File: src/rtl/sa_gemm_scheduler.sv
// Weight-stationary GEMM job sequencer for an SA_SIZE x SA_SIZE systolic array.
// Loads weights, streams skewed activation rows, de-skews column results, pulses done.
module sa_gemm_scheduler #(
  parameter int unsigned SA_SIZE                = 3,
  parameter int unsigned WEIGHT_ACTIVATION_SIZE = 8,
  parameter int unsigned MAX_ROWS               = 16,
  parameter int unsigned SA_LATENCY             = 3,
  localparam int unsigned Ew   = WEIGHT_ACTIVATION_SIZE,
  localparam int unsigned CntW = $clog2(MAX_ROWS + 1),
  localparam int unsigned SelW = (SA_SIZE > 1) ? $clog2(SA_SIZE) : 1
) (
  input  logic                  clk,
  input  logic                  rst,
  input  logic                  start_i,
  input  logic [CntW-1:0]       num_rows_i,
  output logic                  busy_o,
  output logic                  done_o,
  input  logic                  weight_valid_i,
  output logic                  weight_ready_o,
  input  logic [SA_SIZE*Ew-1:0] weight_row_i,
  input  logic                  in_valid_i,
  output logic                  in_ready_o,
  input  logic [SA_SIZE*Ew-1:0] in_row_i,
  output logic                  sa_weight_load_o,
  output logic [SelW-1:0]       sa_weight_sel_o,
  output logic [SA_SIZE*Ew-1:0] sa_weight_data_o,
  output logic [SA_SIZE-1:0]    sa_act_valid_o,
  output logic [SA_SIZE*Ew-1:0] sa_act_o,
  input  logic [SA_SIZE*Ew-1:0] sa_psum_i,
  output logic                  out_valid_o,
  output logic [SA_SIZE*Ew-1:0] out_row_o
);

  localparam int unsigned L = SA_LATENCY + SA_SIZE + 1;

  typedef enum logic [1:0] {StIdle, StLoadW, StStream, StDrain} state_e;

  state_e            state_q, state_d;
  logic [CntW-1:0]   nrows_q, rcnt_q;
  logic [SelW-1:0]   wcnt_q;
  logic [L-1:0]      vld_q;
  logic              done_q, done_d;
  logic              w_hs, in_hs, last_w, last_row, pipe_empty;

  assign w_hs     = weight_valid_i & weight_ready_o;
  assign in_hs    = in_valid_i & in_ready_o;
  assign last_w   = (wcnt_q == SelW'(SA_SIZE - 1));
  assign last_row = ((rcnt_q + CntW'(1)) == nrows_q);
  // Looks one stage short of the end so done lands right after the last output row.
  assign pipe_empty = ~|vld_q[L-2:0];

  always_ff @(posedge clk) begin
    if (rst) begin
      state_q <= StIdle;
    end else begin
      state_q <= state_d;
    end
  end

  always_comb begin
    state_d = state_q;
    unique case (state_q)
      StIdle:   if (start_i) state_d = StLoadW;
      StLoadW:  if (w_hs && last_w) state_d = (nrows_q == '0) ? StDrain : StStream;
      StStream: if (in_hs && last_row) state_d = StDrain;
      StDrain:  if (pipe_empty) state_d = StIdle;
      default:  state_d = StIdle;
    endcase
  end

  always_comb begin
    busy_o         = (state_q != StIdle);
    weight_ready_o = (state_q == StLoadW);
    in_ready_o     = (state_q == StStream);
    done_d         = (state_q == StDrain) && pipe_empty;
  end

  always_ff @(posedge clk) begin
    if (rst) begin
      nrows_q <= '0;
      rcnt_q  <= '0;
      wcnt_q  <= '0;
    end else begin
      if (state_q == StIdle && start_i) begin
        nrows_q <= (num_rows_i > CntW'(MAX_ROWS)) ? CntW'(MAX_ROWS) : num_rows_i;
        rcnt_q  <= '0;
        wcnt_q  <= '0;
      end else begin
        if (w_hs) wcnt_q <= wcnt_q + SelW'(1);
        if (in_hs) rcnt_q <= rcnt_q + CntW'(1);
      end
    end
  end

  always_ff @(posedge clk) begin
    if (rst) begin
      done_q           <= 1'b0;
      sa_weight_load_o <= 1'b0;
      sa_weight_sel_o  <= '0;
      sa_weight_data_o <= '0;
      vld_q            <= '0;
    end else begin
      done_q           <= done_d;
      sa_weight_load_o <= w_hs;
      if (w_hs) begin
        sa_weight_sel_o  <= wcnt_q;
        sa_weight_data_o <= weight_row_i;
      end
      vld_q <= {vld_q[L-2:0], in_hs};
    end
  end

  assign done_o      = done_q;
  assign out_valid_o = vld_q[L-1];

  // Lane k sees the accepted row k+1 cycles later; bubbles push zeros.
  for (genvar k = 0; k < SA_SIZE; k++) begin : g_skew
    logic [Ew-1:0] dat_q [k+1];
    logic          v_q   [k+1];

    always_ff @(posedge clk) begin
      if (rst) begin
        for (int j = 0; j <= k; j++) begin
          dat_q[j] <= '0;
          v_q[j]   <= 1'b0;
        end
      end else begin
        dat_q[0] <= in_hs ? in_row_i[k*Ew +: Ew] : '0;
        v_q[0]   <= in_hs;
        for (int j = 1; j <= k; j++) begin
          dat_q[j] <= dat_q[j-1];
          v_q[j]   <= v_q[j-1];
        end
      end
    end

    assign sa_act_o[k*Ew +: Ew] = dat_q[k];
    assign sa_act_valid_o[k]    = v_q[k];
  end

  // Column i arrives i cycles after column 0; the last stage is the output register.
  for (genvar i = 0; i < SA_SIZE; i++) begin : g_deskew
    localparam int unsigned D = SA_SIZE - i;
    logic [Ew-1:0] dsk_q [D];

    always_ff @(posedge clk) begin
      if (rst) begin
        for (int j = 0; j < D; j++) dsk_q[j] <= '0;
      end else begin
        dsk_q[0] <= sa_psum_i[i*Ew +: Ew];
        for (int j = 1; j < D; j++) dsk_q[j] <= dsk_q[j-1];
      end
    end

    assign out_row_o[i*Ew +: Ew] = dsk_q[D-1];
  end

endmodule

File: config.mk
export PLATFORM = sky130hd
export DESIGN_NAME = sa_gemm_scheduler
export DESIGN_NICKNAME = d
export VERILOG_FILES = /design/src/rtl/sa_gemm_scheduler.sv
export SDC_FILE = /design/constraint.sdc
export NUM_CORES = 1
export LEC_CHECK = 0
export ABC_AREA = 1
export BUFFER_PORTS_ARGS = -buffer_cell sky130_fd_sc_hd__buf_2
export CAP_MARGIN = 10
export CORE_MARGIN = 1.5
export CORE_UTILIZATION = 53
export CTS_CLUSTER_DIAMETER = 60
export CTS_CLUSTER_SIZE = 10
export DETAILED_ROUTE_END_ITERATION = 7
export PLACE_DENSITY_LB_ADDON = 0.1
export SYNTH_ARGS = -nofsm -noshare
export SYNTH_HDL_FRONTEND = slang
export SYNTH_SLANG_ARGS = --single-unit
File: constraint.sdc
create_clock -name clk -period 2.9 [get_ports clk]
set_input_delay 0.725 -clock clk [delete_from_list [all_inputs] [get_ports clk]]
set_output_delay 0.725 -clock clk [all_outputs]
set_load 0.02 [all_outputs]
==> results of run 1 <==
-- power breakdown --
part	internal, mW	switching, mW	total, mW
clock network	1.24	0.831	2.07
registers	2.17	0.0894	2.26
logic	0.299	0.561	0.860
-- state kept, by name (all words and copies together) (netlist names) --
name,cells
done_o,1
g_deskew.dsk_q,48
g_skew.dat_q,48
nrows_q,5
rcnt_q,5
sa_weight_data_o,24
sa_weight_load_o,1
sa_weight_sel_o,2
state_q,2
vld_q,7
wcnt_q,2
-- stage by stage --
step	power (mW)	worst slack, ns	util, %	cell area, um^2	std cells
finish	5.19	0.625	67.1	6140	849
global placement	3.14	1.07	60.9	5570	818
detailed placement	3.16	1.05	60.9	5570	818
floorplan	2.90	1.22	-	4930	595
global route	5.44	0.544	67.1	6140	849
CTS	5.24	0.611	67.1	6140	849
-- critical path: stages, from the launching register on --
cell and delay [ns]:
dfxtp_1 0.43, inv_1 0.12, ha_1 0.23, inv_1 0.09, buf_2 0.17
-- cells in the final DEF, fill, tap and decap left out, drive strengths merged --
| cell | synthesis | routed |
|---|---|---|
| bufinv | 0 | 2 |
| dfxtp | 145 | 145 |
| o22ai | 3 | 3 |
| clkinvlp | 0 | 4 |
| a21oi | 10 | 10 |
| nand4 | 4 | 4 |
| nand2 | 23 | 23 |
| ha | 7 | 7 |
| o21ai | 37 | 37 |
| inv | 130 | 135 |
| clkbuf | 17 | 18 |
| nor2 | 166 | 166 |
| buf | 37 | 166 |
| nor4 | 1 | 1 |
| nand3 | 13 | 13 |
| clkinv | 0 | 2 |
| a21boi | 1 | 1 |
| a211oi | 1 | 1 |
-- routing by layer --
layer / share of wire [%] / wire length (um)
met1: 44 / 3970
met2: 50 / 4500
met3: 5.6 / 506
met4: 1.1 / 102
met5: 0 / 0
-- path summary, 6_finish.rpt --
kind	cells past startpoint	slack (ns)	to	startpoint
worst max-delay path	4	0.62	busy_o	state_q[0]
worst min-delay path	2	0.39	g_deskew[1].dsk_q[0][8]	g_deskew[1].dsk_q[0][0]
worst max register to register	9	1.12	rcnt_q[3]	state_q[0]
worst min register to register	2	0.39	g_deskew[1].dsk_q[0][8]	g_deskew[1].dsk_q[0][0]
-- cell type report --
type                    count  share of cell area, %
clock buffers              18                   6.80
clock inverters            13                   2.51
inverters                 130                   7.94
multi-input cells         266                   19.6
flip-flops and latches    145                   47.3
well taps                 111                   2.26
repair buffers            166                   13.6
-- logic make-up (layout without fill, tap and decap cells) --
family / count (synthesis) / after routing / share of synthesized area (%)
simple gates: 207 / 207 / 16.8
buf+inv: 184 / 327 / 16.8
flops: 145 / 145 / 58.8
compound gates: 52 / 52 / 5.86
fa+ha+maj: 7 / 7 / 1.77
==> impl_metrics.ini, run 1 <==
[run_status]
status = finished clean

[setup_path]
path_class = reg -> out
start_kind = flop
required_ns = 2.17
arrival_ns = 1.55
cp-end-kind = primary output
critPathMaxFanout = 6

[die]
start_util_pct = 53.9
io_pins = 165
num_rows = 35
core_mm2 = 0.00915
dieHeight_um = 99.5
die_area_mm2 = 0.00990
die_x_um = 99.5

[min_path]
hp-class = reg -> reg

[clock_network]
clockBufferDepth = 2
clkTransAtPathRegs_ns = 0.06
cts_resized = 0
h-tree-depth = 4
clk_latency_ns = 0.50
cts_buffers = 17
post_cts_buffers = 0
cts_sinks = 145
root_buffer = clkbuf_8
cts_hold_buffers = 0
cts_tree = built

[synthesis]
synth_most_common_cell = nor2_1
synthTopCellsByArea = dfxtp_1 59%, nor2_1 13%, inv_1 9.4%
yosysTopAreaCell = dfxtp_1
ys_warn_count = 0
synth_fp_nets = 684
synth_flop_cell = dfxtp_1
synth-edff-count = 0
synth_common_cells = 165 x nor2_1, 145 x dfxtp_1, 124 x inv_1
synthCells = 595
synth_top_area_share_pct = 58.8
synth-seq-cells = 145
synth.distinct_cells = 22
async_flop_share_pct = 0
yosysSeqAreaShare_pct = 58.8
synth_area_mm2 = 0.00493
syn_area_per_cell_um2 = 8.29

[route]
route.antenna.remaining_nets = 0
remaining_drc_errors = 0
vias = 3675
drt-total-wl_um = 9070
drt_iter0_drc = 90
routedWlPerCell_um = 10.7
vias_per_cell = 4.33
first_pass_iters = 4

[timing]
slew_viol_final = 0
finalSetupViolCount = 0
finalCritPeriodShare_pct = 78.5
fin_worst_skew_ns = 0.0137
hold_violations = 0
fmax_ghz = 0.440
maxSlewHeadroom_pct = 48.7
rsz0062_at_grt = false
tightestPinTransition_ns = 0.770
fin_crit_ns = 2.28
hold_ws_ns = 0.395
fin_tns_setup_ns = 0

[cells_and_area]
nFillCells = 782
synthToLayoutAreaGrowth_pct = 24.5
diodes = 0
register_area_mm2 = 0.00290
drive_gt1_share_pct = 28.5
multi_input_area_mm2 = 0.00120
fin_nets = 815

[placement]
port_buffers = 164
place.gp.congestion = 0.833
hpwl_um = 6380

[global_routing]
grt_use_met2_pct = 31.8
grt_use_met1_pct = 20.8
busiest_layer = met2
grt_overflow = 0
antenna_found_initial = 0
grt_pass1_vias = 3361
grt_max_degree = 81
grt_pass1_wl_um = 14400
met3_usage_pct = 7.31
grt.total_usage_pct = 18.6

[job]
cap_violations = 0

[power]
leakagePower_nw = 3.15
power_density_mw_per_mm2 = 845
vdd_drop_max_mv = 0.442
No activity file was read; power rests on OpenSTA's default activity.
==> run 2, diff against run 1 <==
--- a/config.mk
+++ b/config.mk
@@ -5,11 +5,11 @@
 export SDC_FILE = /design/constraint.sdc
 export NUM_CORES = 1
 export LEC_CHECK = 0
-export ABC_AREA = 1
+export ABC_AREA = 0
 export BUFFER_PORTS_ARGS = -buffer_cell sky130_fd_sc_hd__buf_2
 export CAP_MARGIN = 10
 export CORE_MARGIN = 1.5
-export CORE_UTILIZATION = 53
+export CORE_UTILIZATION = 49
 export CTS_CLUSTER_DIAMETER = 60
 export CTS_CLUSTER_SIZE = 10
 export DETAILED_ROUTE_END_ITERATION = 7
==> constraint.sdc (replaced) <==
create_clock -name clk -period 2.3 [get_ports clk]
set_input_delay 0.575 -clock clk [delete_from_list [all_inputs] [get_ports clk]]
set_output_delay 0.575 -clock clk [all_outputs]
set_load 0.02 [all_outputs]
==> run 2 against run 1 <==
Net effect: sequential share of layout area is 0.29 points higher; sequential power is 22% higher; global-route usage is 1.5 points lower; cell count is 13% lower; combinational power is 5.8% higher; hold slack worse by 0.14 ns; critical endpoint is now in_ready_o.
==> impl_metrics.ini, run 2 <==
[synthesis]
synth-edff-count = 0
yosysSeqAreaShare_pct = 60.6
async_flop_share_pct = 0
ys_warn_count = 0
synth_fp_nets = 552
synth_top_area_share_pct = 60.6
syn_area_per_cell_um2 = 10.3
synth_common_cells = 145 x dfxtp_1, 78 x nor2b_1, 58 x nand2_1
synth-seq-cells = 145
synth_area_mm2 = 0.00479
synthCells = 463
yosysTopAreaCell = dfxtp_1
synth.distinct_cells = 32
synth_most_common_cell = dfxtp_1
synthTopCellsByArea = dfxtp_1 61%, nor2b_1 10%, buf_4 5.5%
synth_flop_cell = dfxtp_1

[clock_network]
clkTransAtPathRegs_ns = 0.07
cts_hold_buffers = 0
h-tree-depth = 4
cts_tree = built
cts_buffers = 17
clk_latency_ns = 0.51
root_buffer = clkbuf_8
post_cts_buffers = 0
cts_resized = 0
cts_sinks = 145
clockBufferDepth = 2

[global_routing]
grt.total_usage_pct = 17.1
grt_pass1_vias = 3069
grt_max_degree = 90
grt_pass1_wl_um = 13600
grt_overflow = 0
antenna_found_initial = 0

[placement]
hpwl_um = 6150
place_area_mm2 = 0.00548
port_buffers = 164
place.gp.congestion = 0.716
dp.cells = 705
place_ws_ns = 0.316

[die]
die_area_mm2 = 0.0104
core_mm2 = 0.00937
dieHeight_um = 102
io_pins = 165
num_rows = 35
die_x_um = 102
start_util_pct = 51.1

[setup_path]
cp-end-kind = primary output
start_kind = flop
required_ns = 1.73
path_cells = inv_1, ha_1, buf_2
critical-path-max-stage-delay_ns = 0.34
cpLargestDelayFamily = buffers and inverters
critPathMaxFanout = 5
path_buf_inv = 2
arrival_ns = 1.57
path_class = reg -> out
crit_slowest_cell = dfxtp_1

[cells_and_area]
register_area_mm2 = 0.00290
synthToLayoutAreaGrowth_pct = 27.4
final_util_pct = 65.1
top_regs = g_deskew.dsk_q: 48 flops, g_skew.dat_q: 48 flops, sa_weight_data_o: 24 flops
finish.instance_area_mm2 = 0.00610
fin_nets = 684
finalNonFillerCells = 737
layout_common_cells = 163 x buf_2, 145 x dfxtp_1, 78 x nor2b_1, 58 x nand2_1, 36 x a21oi_1
multi_input_area_mm2 = 0.00154
nFillCells = 831
layout_commonest_cell = buf_2
drive_gt1_share_pct = 33.7
diodes = 0

[timing]
slew_viol_final = 0
hold_ws_ns = 0.260
fin_worst_skew_ns = 0.00678
finalCritPeriodShare_pct = 93.1
tightestPinTransition_ns = 0.481
fin_tns_setup_ns = 0
fin_crit_ns = 2.14
rsz0062_at_grt = false
hold_violations = 0
finalSetupViolCount = 0
worst_slack_ns = 0.159
maxSlewHeadroom_pct = 67.6
fmax_ghz = 0.467

[route]
first_pass_iters = 4
drt-total-wl_um = 8660
remaining_drc_errors = 0
routedWlPerCell_um = 11.7
vias_per_cell = 4.44
vias = 3271
drt_iter0_drc = 60
route.antenna.remaining_nets = 0

[power]
leakagePower_nw = 2.81
power_density_mw_per_mm2 = 1070
total_power_mw = 6.51
vdd_drop_max_mv = 0.532

[job]
cap_violations = 0

[run_status]
status = finished clean

[min_path]
hp-class = in -> reg
==> run 2: path summary, 6_finish.rpt <==
kind                           start                       to  slack [ns]  depth (start not counted)
min                      in_row_i[4]    g_skew[0].dat_q[0][4]        0.26                          2
max                       state_q[0]               in_ready_o        0.16                          3
min reg2reg  g_deskew[0].dsk_q[0][0]  g_deskew[0].dsk_q[0][8]        0.43                          1
max reg2reg               state_q[0]               state_q[0]        0.27                          6
==> run 2: layout make-up <==
type	count	area share, %
Inverter	4	0.246
Multi-Input combinational cell	259	25.1
Clock buffer	17	6.78
Clock inverter	15	3.44
Sequential cell	145	47.6
Timing Repair Buffer	168	14.2
Tap cell	129	2.64
==> run 2: power by group <==
part	internal, mW	leakage, nW	switching, mW
registers	2.67	1.18	0.0798
logic	0.364	1.32	0.546
clock network	1.71	0.308	1.14
total	4.75	2.81	1.76
==> run 2: cell families (layout without fill, tap and decap cells) <==
logic type               Yosys count  after routing  share of synthesized area [%]
adder cells (fa/ha/maj)            7              7                           1.83
multiplexers                       2              2                          0.522
flip-flops                       145            145                           60.6
XOR/XNOR                           9              9                           1.65
AND/OR/NAND/NOR                  196            196                           22.5
buffers and inverters             59            204                           7.36
AO/OA/AOI/OAI                     45             45                           5.59
==> run 2: metal layers <==
layer,wire length (um),GRT usage (%)
met1,3760,20.1
met2,4150,28.4
met3,620,6.16
met4,128,7.59
met5,0,0
==> run 3, diff against run 2 <==
--- a/config.mk
+++ b/config.mk
@@ -8,12 +8,15 @@
 export ABC_AREA = 0
 export BUFFER_PORTS_ARGS = -buffer_cell sky130_fd_sc_hd__buf_2
 export CAP_MARGIN = 10
+export CELL_PAD_IN_SITES_DETAIL_PLACEMENT = 1
+export CELL_PAD_IN_SITES_GLOBAL_PLACEMENT = 2
 export CORE_MARGIN = 1.5
-export CORE_UTILIZATION = 49
+export CORE_UTILIZATION = 29
 export CTS_CLUSTER_DIAMETER = 60
 export CTS_CLUSTER_SIZE = 10
 export DETAILED_ROUTE_END_ITERATION = 7
 export PLACE_DENSITY_LB_ADDON = 0.1
+export RECOVER_POWER = 50
 export SYNTH_ARGS = -nofsm -noshare
 export SYNTH_HDL_FRONTEND = slang
 export SYNTH_SLANG_ARGS = --single-unit
==> run 3 against run 2 <==
Net effect: via count grew 3.3%; clock skew hardly changed; critical path depth up 3; global-route usage decreased by 4.6 points; non-clock buffer count is 2 higher; register-to-register slack lost 0.08 ns; setup slack gained 0.027 ns; first-iteration DRC count rose by 97%; hold slack better by 0.097 ns; total power down 4.7%; sequential share of layout area is 0.15 points higher; critical path type is now reg -> reg.
==> impl_metrics.ini, run 3 (synthesis results as in run 2) <==
[clock_network]
clkTransAtPathRegs_ns = 0.06
root_buffer = clkbuf_16
clockBufferDepth = 2
cts_buffers = 17
h-tree-depth = 4
cts_resized = 0
cts_sinks = 145
cts_hold_buffers = 0
clk_latency_ns = 0.41
post_cts_buffers = 0
cts_tree = built

[timing]
maxSlewHeadroom_pct = 11.3
slew_viol_final = 0
tightestPinTransition_ns = 1.33
finalSetupViolCount = 0
finalCritPeriodShare_pct = 91.9
hold_violations = 0
fin_worst_skew_ns = 0.00701
rsz0062_at_grt = false
fmax_ghz = 0.473
fin_tns_setup_ns = 0
fin_crit_ns = 2.11

[global_routing]
grt_max_degree = 70
grt_pass1_wl_um = 17100
grt_overflow = 0
antenna_found_initial = 0
grt_pass1_vias = 3467
grt.total_usage_pct = 12.6

[setup_path]
cp-end-kind = flop
arrival_ns = 2.42
path_cells = inv_1, ha_1, nand2_1, nor4_1, a31oi_2, mux2_4
critical-path-max-stage-delay_ns = 0.44
required_ns = 2.60
path_class = reg -> reg
start_kind = flop
critPathMaxFanout = 6
crit_slowest_cell = nor4_1

[cells_and_area]
drive_gt1_share_pct = 28.2
layout_commonest_cell = dfxtp_1
top_regs = g_deskew.dsk_q: 48 flops, g_skew.dat_q: 48 flops, sa_weight_data_o: 24 flops
final_util_pct = 38.0
layout_common_cells = 145 x dfxtp_1, 130 x buf_2, 78 x nor2b_1, 59 x nand2_1, 36 x a21oi_1
finish.instance_area_mm2 = 0.00609
fin_nets = 686
diodes = 0
synthToLayoutAreaGrowth_pct = 27.0

[route]
first_pass_iters = 3
route.antenna.remaining_nets = 0
vias_per_cell = 4.09
remaining_drc_errors = 0
routedWlPerCell_um = 12.6
drt_iter0_drc = 118
drt-total-wl_um = 10400
vias = 3378

[die]
start_util_pct = 29.9
dieHeight_um = 132
core_mm2 = 0.0160
io_pins = 165
num_rows = 46
die_x_um = 132
die_area_mm2 = 0.0173

[placement]
place_area_mm2 = 0.00561
hpwl_um = 7340
port_buffers = 164
place.gp.congestion = 0.717

[power]
vdd_drop_max_mv = 0.473
leakagePower_nw = 2.63
power_density_mw_per_mm2 = 1020

[job]
cap_violations = 0

[run_status]
status = finished clean

[min_path]
hp-class = in -> reg
run 3: cell types whose count changed in the layout (fill, tap and decap cells not counted), sizes merged:
cell | before | now
clkinv | 1 | 7
clkbuf | 17 | 56
inv | 15 | 9
clkinvlp | 0 | 1
buf | 168 | 133
bufinv | 3 | 0
run 3: routing by layer:
layer  global-route usage, %  wire [um]  vias to the layer above
li1                        -          -                     1701
met3                    4.28        586                       15
met1                    15.0       4820                     1565
met5                       0          0                        -
met2                    20.2       4830                       97
met4                    6.11        198                        0
run 3: power breakdown:
group / internal (mW) / leakage (nW) / total (mW) / switching (mW)
clock network: 1.43 / 0.270 / 2.52 / 1.10
logic: 0.359 / 1.18 / 0.933 / 0.574
registers: 2.67 / 1.18 / 2.75 / 0.0771
run 3: final timing paths:
kind                                from                endpoint  slack, ns  cells after the start
hold / removal              in_row_i[10]   g_skew[1].dat_q[0][2]       0.36                      2
setup / recovery              state_q[0]              state_q[0]       0.19                      6
setup reg to reg              state_q[0]              state_q[0]       0.19                      6
hold reg to reg   g_skew[2].dat_q[0][15]  g_skew[2].dat_q[0][23]       0.43                      1
run 3: worst max-delay path, delay by kind of cell (launching register included):
kind / cells / cell delay [ns]
AO/OA/AOI/OAI: 1 / 0.19
adder cells (fa/ha/maj): 1 / 0.35
buffers and inverters: 1 / 0.15
flip-flops: 1 / 0.34
multiplexers: 1 / 0.32
AND/OR/NAND/NOR: 2 / 0.66
run 3: layout make-up:
type / instances / area, um^2
Fill cell: 1879 / 9910
Inverter: 4 / 15.0
Sequential cell: 145 / 2900
Clock buffer: 19 / 443
Multi-Input combinational cell: 259 / 1540
Tap cell: 216 / 270
Clock inverter: 13 / 104
Timing Repair Buffer: 170 / 816
run 3: through the flow:
stage / instances / power (mW) / setup WS (ns) / hold WS (ns)
after global routing: 826 / 6.53 / 0.0400 / 0.344
final: 826 / 6.21 / 0.185 / 0.356
after floorplan: 463 / 3.45 / 0.360 / 0.414
after detailed placement: 794 / 3.78 / 0.160 / 0.423
after CTS: 826 / 6.35 / 0.138 / 0.330
after global placement: 794 / 3.74 / 0.277 / 0.416
